<file path="src/rtl/alu_seq.sv">
// alu_seq: sequenced ALU that feeds the accumulator register.
//
// Purpose:
//   Runs one operation on two WIDTH-bit operands chosen by a 4-bit opcode.
//   The result, the remainder and the status flags are registered.
//   A one-cycle load strobe tells the accumulator to capture the result.
//   - Simple ops and divide-by-zero finish on the edge that accepts start.
//   - MUL (shift-add) runs WIDTH iterations after the accepting edge.
//   - DIV (restoring) also runs WIDTH iterations after the accepting edge.
//
// Ports:
//   clk      rising-edge clock
//   rst      asynchronous active-high reset; aborts any iterative op
//   start    request, accepted on a rising edge while busy is low
//   op       opcode, sampled with start
//            0 ADD, 1 SUB, 2 AND, 3 OR, 4 XOR, 5 NOT, 6 SHL, 7 SHR,
//            8 PASSB, 9 MUL, 10 DIV, 11-15 pass A
//   a, b     operands, sampled with start
//   result   registered result
//   rem      DIV remainder; 0 for every other op
//   done     one-cycle pulse: result, rem and flags are fresh
//   ac_load  same as done; drives the accumulator read-enable
//   busy     high while MUL/DIV iterations are running
//   zero     result == 0
//   carry    carry / borrow / shift-out / MUL overflow
//   neg      result MSB
//   dbz      divide by zero
module alu_seq #(
    parameter int WIDTH = 10,
    parameter int CNT_W = 4
) (
    input  logic             clk,
    input  logic             rst,
    input  logic             start,
    input  logic [3:0]       op,
    input  logic [WIDTH-1:0] a,
    input  logic [WIDTH-1:0] b,
    output logic [WIDTH-1:0] result,
    output logic [WIDTH-1:0] rem,
    output logic             done,
    output logic             ac_load,
    output logic             busy,
    output logic             zero,
    output logic             carry,
    output logic             neg,
    output logic             dbz
);

    localparam logic [3:0] OP_ADD   = 4'd0;
    localparam logic [3:0] OP_SUB   = 4'd1;
    localparam logic [3:0] OP_AND   = 4'd2;
    localparam logic [3:0] OP_OR    = 4'd3;
    localparam logic [3:0] OP_XOR   = 4'd4;
    localparam logic [3:0] OP_NOT   = 4'd5;
    localparam logic [3:0] OP_SHL   = 4'd6;
    localparam logic [3:0] OP_SHR   = 4'd7;
    localparam logic [3:0] OP_PASSB = 4'd8;
    localparam logic [3:0] OP_MUL   = 4'd9;
    localparam logic [3:0] OP_DIV   = 4'd10;

    localparam logic [CNT_W-1:0] LAST_ITER = CNT_W'(WIDTH - 1);

    typedef enum logic {IDLE, EXEC} state_t;

    state_t           state;
    logic [CNT_W-1:0] cnt;
    logic             is_div;

    // Iteration working registers. These are never reset.
    // They are always reloaded when an op is accepted.
    logic [2*WIDTH-1:0] mc;    // shifted multiplicand
    logic [2*WIDTH-1:0] acc;   // partial product
    logic [WIDTH-1:0]   mb;    // remaining multiplier bits
    logic [WIDTH-1:0]   quo;   // dividend shifting out / quotient shifting in
    logic [WIDTH-1:0]   prem;  // partial remainder
    logic [WIDTH-1:0]   dvs;   // divisor

    logic [2*WIDTH-1:0] acc_nxt;
    logic [WIDTH:0]     trial;
    logic [WIDTH-1:0]   quo_nxt;
    logic [WIDTH-1:0]   prem_nxt;

    logic [WIDTH:0]     sum_w;
    logic [WIDTH:0]     dif_w;
    logic [WIDTH-1:0]   s_res;
    logic [WIDTH-1:0]   s_rem;
    logic               s_carry;
    logic               s_dbz;
    logic               iter_req;

    logic               fin;
    logic [WIDTH-1:0]   f_res;
    logic [WIDTH-1:0]   f_rem;
    logic               f_carry;
    logic               f_dbz;

    assign ac_load = done;

    // One MUL step and one DIV step, computed combinationally.
    // The last step is written straight to the outputs.
    // Because of that, the final partial values are never stored first.
    always_comb begin
        acc_nxt = mb[0] ? (acc + mc) : acc;
        // Restoring divide step.
        // The trial subtraction cannot wrap: the partial remainder is always below the divisor.
        // So bit WIDTH of trial is set exactly when the divisor does not fit.
        trial = {prem, quo[WIDTH-1]} - {1'b0, dvs};
        if (trial[WIDTH]) begin
            prem_nxt = {prem[WIDTH-2:0], quo[WIDTH-1]};
            quo_nxt  = {quo[WIDTH-2:0], 1'b0};
        end else begin
            prem_nxt = trial[WIDTH-1:0];
            quo_nxt  = {quo[WIDTH-2:0], 1'b1};
        end
    end

    // Single-cycle results.
    // DIV only reaches its case item here when b is zero.
    always_comb begin
        sum_w    = {1'b0, a} + {1'b0, b};
        dif_w    = {1'b0, a} - {1'b0, b};
        s_res    = a;
        s_rem    = '0;
        s_carry  = 1'b0;
        s_dbz    = 1'b0;
        iter_req = (op == OP_MUL) || ((op == OP_DIV) && (b != '0));
        case (op)
            OP_ADD: begin
                s_res   = sum_w[WIDTH-1:0];
                s_carry = sum_w[WIDTH];
            end
            OP_SUB: begin
                s_res   = dif_w[WIDTH-1:0];
                s_carry = dif_w[WIDTH];
            end
            OP_AND:   s_res = a & b;
            OP_OR:    s_res = a | b;
            OP_XOR:   s_res = a ^ b;
            OP_NOT:   s_res = ~a;
            OP_SHL: begin
                s_res   = {a[WIDTH-2:0], 1'b0};
                s_carry = a[WIDTH-1];
            end
            OP_SHR: begin
                s_res   = {1'b0, a[WIDTH-1:1]};
                s_carry = a[0];
            end
            OP_PASSB: s_res = b;
            OP_DIV: begin
                s_res = '1;
                s_rem = a;
                s_dbz = 1'b1;
            end
            default:  s_res = a;
        endcase
    end

    // Select which completion, if any, updates the outputs on this edge.
    always_comb begin
        fin     = 1'b0;
        f_res   = s_res;
        f_rem   = s_rem;
        f_carry = s_carry;
        f_dbz   = s_dbz;
        if (state == IDLE) begin
            fin = start && !iter_req;
        end else if (cnt == LAST_ITER) begin
            fin   = 1'b1;
            f_dbz = 1'b0;
            if (is_div) begin
                f_res   = quo_nxt;
                f_rem   = prem_nxt;
                f_carry = 1'b0;
            end else begin
                f_res   = acc_nxt[WIDTH-1:0];
                f_rem   = '0;
                f_carry = |acc_nxt[2*WIDTH-1:WIDTH];
            end
        end
    end

    // Control FSM and registered outputs.
    always_ff @(posedge clk or posedge rst) begin
        if (rst) begin
            state  <= IDLE;
            cnt    <= '0;
            is_div <= 1'b0;
            busy   <= 1'b0;
            done   <= 1'b0;
            result <= '0;
            rem    <= '0;
            zero   <= 1'b0;
            carry  <= 1'b0;
            neg    <= 1'b0;
            dbz    <= 1'b0;
        end else begin
            done <= fin;
            if (fin) begin
                result <= f_res;
                rem    <= f_rem;
                carry  <= f_carry;
                dbz    <= f_dbz;
                zero   <= (f_res == '0);
                neg    <= f_res[WIDTH-1];
            end
            case (state)
                IDLE: begin
                    if (start && iter_req) begin
                        state  <= EXEC;
                        busy   <= 1'b1;
                        cnt    <= '0;
                        is_div <= (op == OP_DIV);
                    end
                end
                EXEC: begin
                    if (cnt == LAST_ITER) begin
                        state <= IDLE;
                        busy  <= 1'b0;
                        cnt   <= '0;
                    end else begin
                        cnt <= cnt + CNT_W'(1);
                    end
                end
                default: state <= IDLE;
            endcase
        end
    end

    // Iteration datapath.
    // Loaded on every accepted start and stepped once per EXEC cycle.
    always_ff @(posedge clk) begin
        if (state == IDLE) begin
            if (start) begin
                mc   <= {{WIDTH{1'b0}}, a};
                mb   <= b;
                acc  <= '0;
                quo  <= a;
                prem <= '0;
                dvs  <= b;
            end
        end else begin
            acc  <= acc_nxt;
            mc   <= mc << 1;
            mb   <= mb >> 1;
            quo  <= quo_nxt;
            prem <= prem_nxt;
        end
    end

endmodule

</file>
<file path="config.mk">
export PLATFORM = sky130hd
export DESIGN_NAME = alu_seq
export DESIGN_NICKNAME = d
export VERILOG_FILES = /design/src/rtl/alu_seq.sv
export SDC_FILE = /design/constraint.sdc
export NUM_CORES = 1
export LEC_CHECK = 0
export ABC_AREA = 1
export BUFFER_PORTS_ARGS = -buffer_cell sky130_fd_sc_hd__buf_2
export CORE_MARGIN = 2
export CORE_UTILIZATION = 52
export DETAILED_ROUTE_END_ITERATION = 10
export PLACE_DENSITY = 0.7
export SYNTH_ARGS = -nofsm -noshare
export SYNTH_HDL_FRONTEND = slang
export SYNTH_SLANG_ARGS = --single-unit
</file>
<file path="constraint.sdc">
create_clock -name clk -period 2.8 [get_ports clk]
set_input_delay 0.14 -clock clk [delete_from_list [all_inputs] [get_ports clk]]
set_output_delay 0.14 -clock clk [all_outputs]
set_load 0.005 [all_outputs]
</file>
# Word level (Yosys, flattened, before mapping)
# Index checks and enable logic that the tools add are counted.
# W data, S select, Z words.
[op_classes]
mux = 39
n_shift = 0
bitwise = 5
order_cmp = 0
n_addsub = 5
n_eq_ne = 13
n_div = 0
n_mul = 0
reduce_logical = 13
[op_table]
columns = ["cell", "count"]
rows = [
  ["$mux W10", 12],
  ["$mux W20", 5],
  ["$pmux W10 S10", 1],
  ["$add A20 B20 Y20", 1],
  ["$mux W9", 2],
  ["$eq A4 B3 Y1 const B", 4],
  ["$eq A4 B4 Y1 const B", 4],
  ["$mux W1", 13],
  ["$add A10 B10 Y11", 1],
  ["$sub A10 B10 Y11", 1],
  ["$sub A11 B10 Y11", 1],
  ["$and A10 B10 Y10", 1],
  ["$logic_not A10 Y1", 1],
  ["$not A10 Y10", 1],
  ["$or A10 B10 Y10", 1],
  ["$reduce_bool A10 Y1", 1],
  ["$reduce_or A10 Y1", 1],
  ["$xor A10 B10 Y10", 1],
  ["$eq A4 B2 Y1 const B", 2],
  ["$mux W4", 2],
  ["$pmux W4 S2", 1],
  ["$reduce_and A2 Y1", 3],
  ["$add A4 B1 Y4 const B", 1],
  ["$eq A4 B1 Y1 const B", 1],
  ["other kinds (9)", 13],
]
[word_totals]
reg_bits = 112
mem_count = 0
out_inout_bits = 27
input_bits = 27
latch_bits = 0
rom_bits = 0
mem_bits_rw = 0
word_cells = 94

# Depth between registers and ports, before layout
[logic_depth]
depth_word = 6
depth_mapped = 20
depth_no_buf = 20

# Worst setup path after synthesis
# Ideal clock, no wire load.
[synth_path]
path_type = "register to register"
from = "reg state"
to = "reg acc[0] (enable)"
required_ns = 2.076
path_buffers = 0
setup_ns = 0.724
t_arrival_ns = 1.670
slack_ns = 0.406
path_stages_with_launch = 3
synth_period_minus_slack_ns = 2.394
path_cell_list = "dfrtp_1 inv_2 nand2_1"
[synth_via]
elab_chain_cells = 1
[synth_rtl]
columns = ["item", "line_no", "rtl"]
rows = [
  ["from (decl)", "65", "state_t state;"],
  ["from (signal assigned)", "185", "state <= IDLE;"],
  ["from (signal assigned)", "209", "state <= EXEC;"],
  ["from (signal assigned)", "217", "state <= IDLE;"],
  ["$reduce_bool A2 Y1 (no line)", "-", ""],
  ["to (signal assigned)", "242", "acc <= acc_nxt;"],
  ["to (decl)", "72", "logic [2*WIDTH-1:0] acc;"],
]
# No other way between the ends.
# A chain may end at the register's enable or synchronous reset.

# Worst setup path after layout
[layout_path]
from = "reg acc[0]"
to = "reg carry"
[layout_via]
elab_chain_cells = 6
[layout_rtl]
columns = ["item", "line_no", "rtl"]
rows = [
  ["$add A20 B20 Y20", "103", "acc_nxt = mb[0] ? (acc + mc) : acc;"],
  ["$mux W20", "103", ""],
  ["$reduce_or A10 Y1", "177", "f_carry = |acc_nxt[2*WIDTH-1:WIDTH];"],
  ["$mux W1", "170", "if (is_div) begin"],
  ["$mux W1", "167", "end else if (cnt == LAST_ITER) begin"],
  ["$mux W1", "165", "if (state == IDLE) begin"],
  ["to (signal assigned)", "201", "carry <= f_carry;"],
  ["to (decl)", "44", "output logic carry,"],
]
# No other way between the ends.

==> impl_metrics.json <==
{
  "crit_top_cell": "nand2_1",
  "grt_max_degree": 70,
  "syn-num-nets": 1278,
  "yosysSeqAreaShare": 0.366,
  "dpl.hpwl_mm": 20.0,
  "synth_xor_area_frac": 0.0132,
  "dr.pass1.iters": 6,
  "pre_cts_ws_ns": 0.220,
  "initial_core_util": 0.527,
  "critPathKind": "reg2reg",
  "die_h_um": 133,
  "cp_num_cells": 18,
  "drc": 0,
  "hold_path_depth": 1,
  "wl_met1_mm": 11.9,
  "cts_tree": "yes",
  "power.density_mw_per_mm2": 1010,
  "slowest_delay_ns": 0.42,
  "tns_ns": 0,
  "synthAdderAreaFrac": 0.0976,
  "drv_cap": 0,
  "cp_top_family": "simple AND/OR/NAND/NOR gates",
  "synth_compound_area_frac": 0.136,
  "post-route-period-util": 0.908,
  "htree_levels": 3,
  "wl_per_cell_um": 17.4,
  "grtUsageTotal": 0.295,
  "reg2reg_depth": 18,
  "pin_count": 54,
  "route.met2.wl_mm": 11.2,
  "gp_congestion": 0.979,
  "n_fill_cell": 1594,
  "ys_ff_latch": 111,
  "maxSlewViolCount": 0,
  "coreArea_mm2": 0.0164,
  "ir_drop_v": 0.000800,
  "cts_made_buffers": 9,
  "clockRootBuffer": "clkbuf_16",
  "critPathArrivalTime_ns": 2.79,
  "vias": 8237,
  "holdCritPathClass": "in2reg",
  "synth_mux_area_frac": 0.00232,
  "grt_pass1_vias": 7675,
  "setup_viol": 0,
  "drtIter0Drc": 932,
  "die-area_mm2": 0.0177,
  "relSlewSlack": 0.378,
  "slowest_stage": "fa_2",
  "max_freq_mhz": 393,
  "status": "finished clean",
  "grt_overflow": 0,
  "highest_layer": "met4",
  "worstPathRequired_ns": 3.05,
  "cp_cell_sequence": "ha_1, fa_2, nand2_1, nand2_1, nand3_1, nand2_1, nand2_1, nand3_1, nand3_1, nand2_1, nor2_1, nand2_1, nor2_1, nand2_1, nand2_1, nand2_1, nand2_1, nand2_1",
  "worst_clock_skew_ns": 0.00980,
  "clk_path_buf_depth": 2,
  "synthCells": 1186,
  "port_buffers": 53,
  "insertion_delay_ns": 0.36,
  "crit_buf_inv": 0,
  "synth_cell_types": 51,
  "end_kind": "register",
  "areaGrowthSynthToFinish_pct": 10.5,
  "die_x_um": 133,
  "path_max_fanout": 4,
  "num_rows": 47,
  "clkTransAtPathRegs_ns": 0.08,
  "postSynthAreaPerCell_um2": 7.28,
  "period_minus_slack_ns": 2.54,
  "grt_pass1_wl_mm": 40.6,
  "hold_violations": 0,
  "netlist_area_mm2": 0.00864,
  "antenna_found_initial": 0,
  "nNetsFinal": 1344,
  "drive_above_1_share": 0.123,
  "wl_met3_mm": 1.84,
  "synth_simple_gate_area_frac": 0.290,
  "totalWireLength_mm": 25.6,
  "leakagePower_nw": 4.71,
  "synth_top_family_by_area": "simple AND/OR/NAND/NOR gates",
  "diodes": 0,
  "drt-vias-per-instance": 5.58,
  "cp-start-kind": "register",
  "synth_warnings": 0,
  "cts.sinks": 111,
  "tightest_slew_ns": 0.932,
  "fin_ws_ns": 0.257,
  "ant_nets": 0
}
==> per-stage QoR <==
| stage | hold WS, ns | util | cells | power, mW | area (µm²) |
|---|---|---|---|---|---|
| after floorplan | 0.239 | - | 1186 | 6.89 | 8640 |
| after global placement | 0.374 | 0.563 | 1458 | 8.26 | 9240 |
| after detailed placement | 0.375 | 0.563 | 1458 | 8.34 | 9240 |
| after CTS | 0.0172 | 0.581 | 1475 | 9.63 | 9530 |
| after global routing | 0.0249 | 0.582 | 1477 | 10.5 | 9540 |
| final | 0.0246 | 0.582 | 1477 | 9.65 | 9540 |
==> logic make-up (layout without fill, tap and decap cells) <==
family	Yosys count	in the layout
compound gates	205	205
xor+xnor	13	13
mux	2	2
buf+inv	206	277
simple gates	584	584
fa+ha+maj	65	65
flops	111	111
==> synthesized netlist by cell type, drive strengths merged <==
cell	instances	area, µm²
a21boi	2	15.0
a21o	1	7.51
a21oi	59	307
a22oi	1	12.5
a31oi	5	31.3
and2	4	25.0
and3	1	6.26
buf	13	92.6
clkbuf	16	63.8
clkinv	3	12.5
dfrtp	31	776
dfxtp	2	40.0
edfxtp	78	2340
fa	4	80.1
ha	61	763
inv	174	653
mux2i	2	20.0
nand2	333	1290
nand3	95	475
nand3b	4	30.0
nand4	18	113
nor2	111	457
nor3	7	40.0
nor4	2	12.5
o2111ai	8	70.1
o211ai	3	22.5
o21a	2	15.0
o21ai	99	514
o21bai	3	22.5
o221ai	3	26.3
o22a	6	52.6
o22ai	12	75.1
o31ai	1	7.51
or2	9	56.3
xnor2	6	52.6
xor2	7	61.3
==> report_power, final <==
part / internal (mW) / leakage, nW / total, mW / switching [mW]
combinational: 1.83 / 3.35 / 5.16 / 3.33
sequential: 2.75 / 1.22 / 3.23 / 0.479
clock: 0.618 / 0.140 / 1.26 / 0.641
total: 5.20 / 4.71 / 9.65 / 4.45
==> flip-flops by register name (all words and copies together), names as in the netlist <==
register,count
dbz,1
state,1
result,10
cnt,4
quo,10
zero,1
prem,10
acc,20
mc,20
dvs,10
ac_load,1
rem,10
carry,1
is_div,1
mb,10
busy,1
==> layer usage <==
layer  global-route usage  vias to the layer above
met5                    0                        -
met4               0.0974                        0
met3               0.0456                       51
met2                0.446                      326
met1                0.433                     3809
li1                     -                     4051
==> worst paths after layout <==
kind / start / to / slack [ns]
setup reg to reg: acc[0] / carry / 0.26
hold reg to reg: result[1] / result[1] / 0.49
max in group asynchronous: rst / dbz / 1.58
min in group asynchronous: rst / busy / 0.53
setup / recovery: acc[0] / carry / 0.26
hold / removal: b[1] / dvs[1] / 0.02
==> worst register-to-register path: cells and delay by family (launching register included) <==
family / cells / cell delay [ns]
fa+ha+maj: 2 / 0.69
simple gates: 16 / 1.35
flops: 1 / 0.39
==> area by class of cell <==
cell class	count	area [µm²]	share of cell area
multi-input cells	869	4660	0.489
repair buffers	84	500	0.0524
flip-flops and latches	111	3160	0.331
clock inverters	7	55.1	0.00577
well taps	220	275	0.0288
clock buffers	9	225	0.0236
inverters	177	666	0.0697
==> layout by cell type (no fill, tap or decap), types with 3 or more instances in the layout <==
cell and n:
nand2_1 321, inv_1 163, nor2_1 99, nand3_1 95
o21ai_0 82, edfxtp_1 78, ha_1 61, a21oi_1 56
buf_2 53, dfrtp_1 30, buf_4 30, nand4_1 18
o21ai_1 14, o22ai_1 12, inv_2 11, nand2_2 10
nor2_2 10, or2_2 9, clkbuf_16 9, o2111ai_1 8
xor2_1 7, xnor2_1 6, nor3_1 6, o22a_1 6
a31oi_1 5, and2_1 4, nand3b_1 4, clkinv_2 3
a21oi_2 3, o21bai_1 3, o211ai_1 3, o221ai_1 3
fa_1 3
==> what timing repair did <==
action,in CTS,in global routing
hold buffers,1,0
endpoints found under the setup margin,0,1
resized for setup,0,1
setup buffers,0,2
endpoints found under the hold margin,21,0
Power figures use the tool's default switching activity.
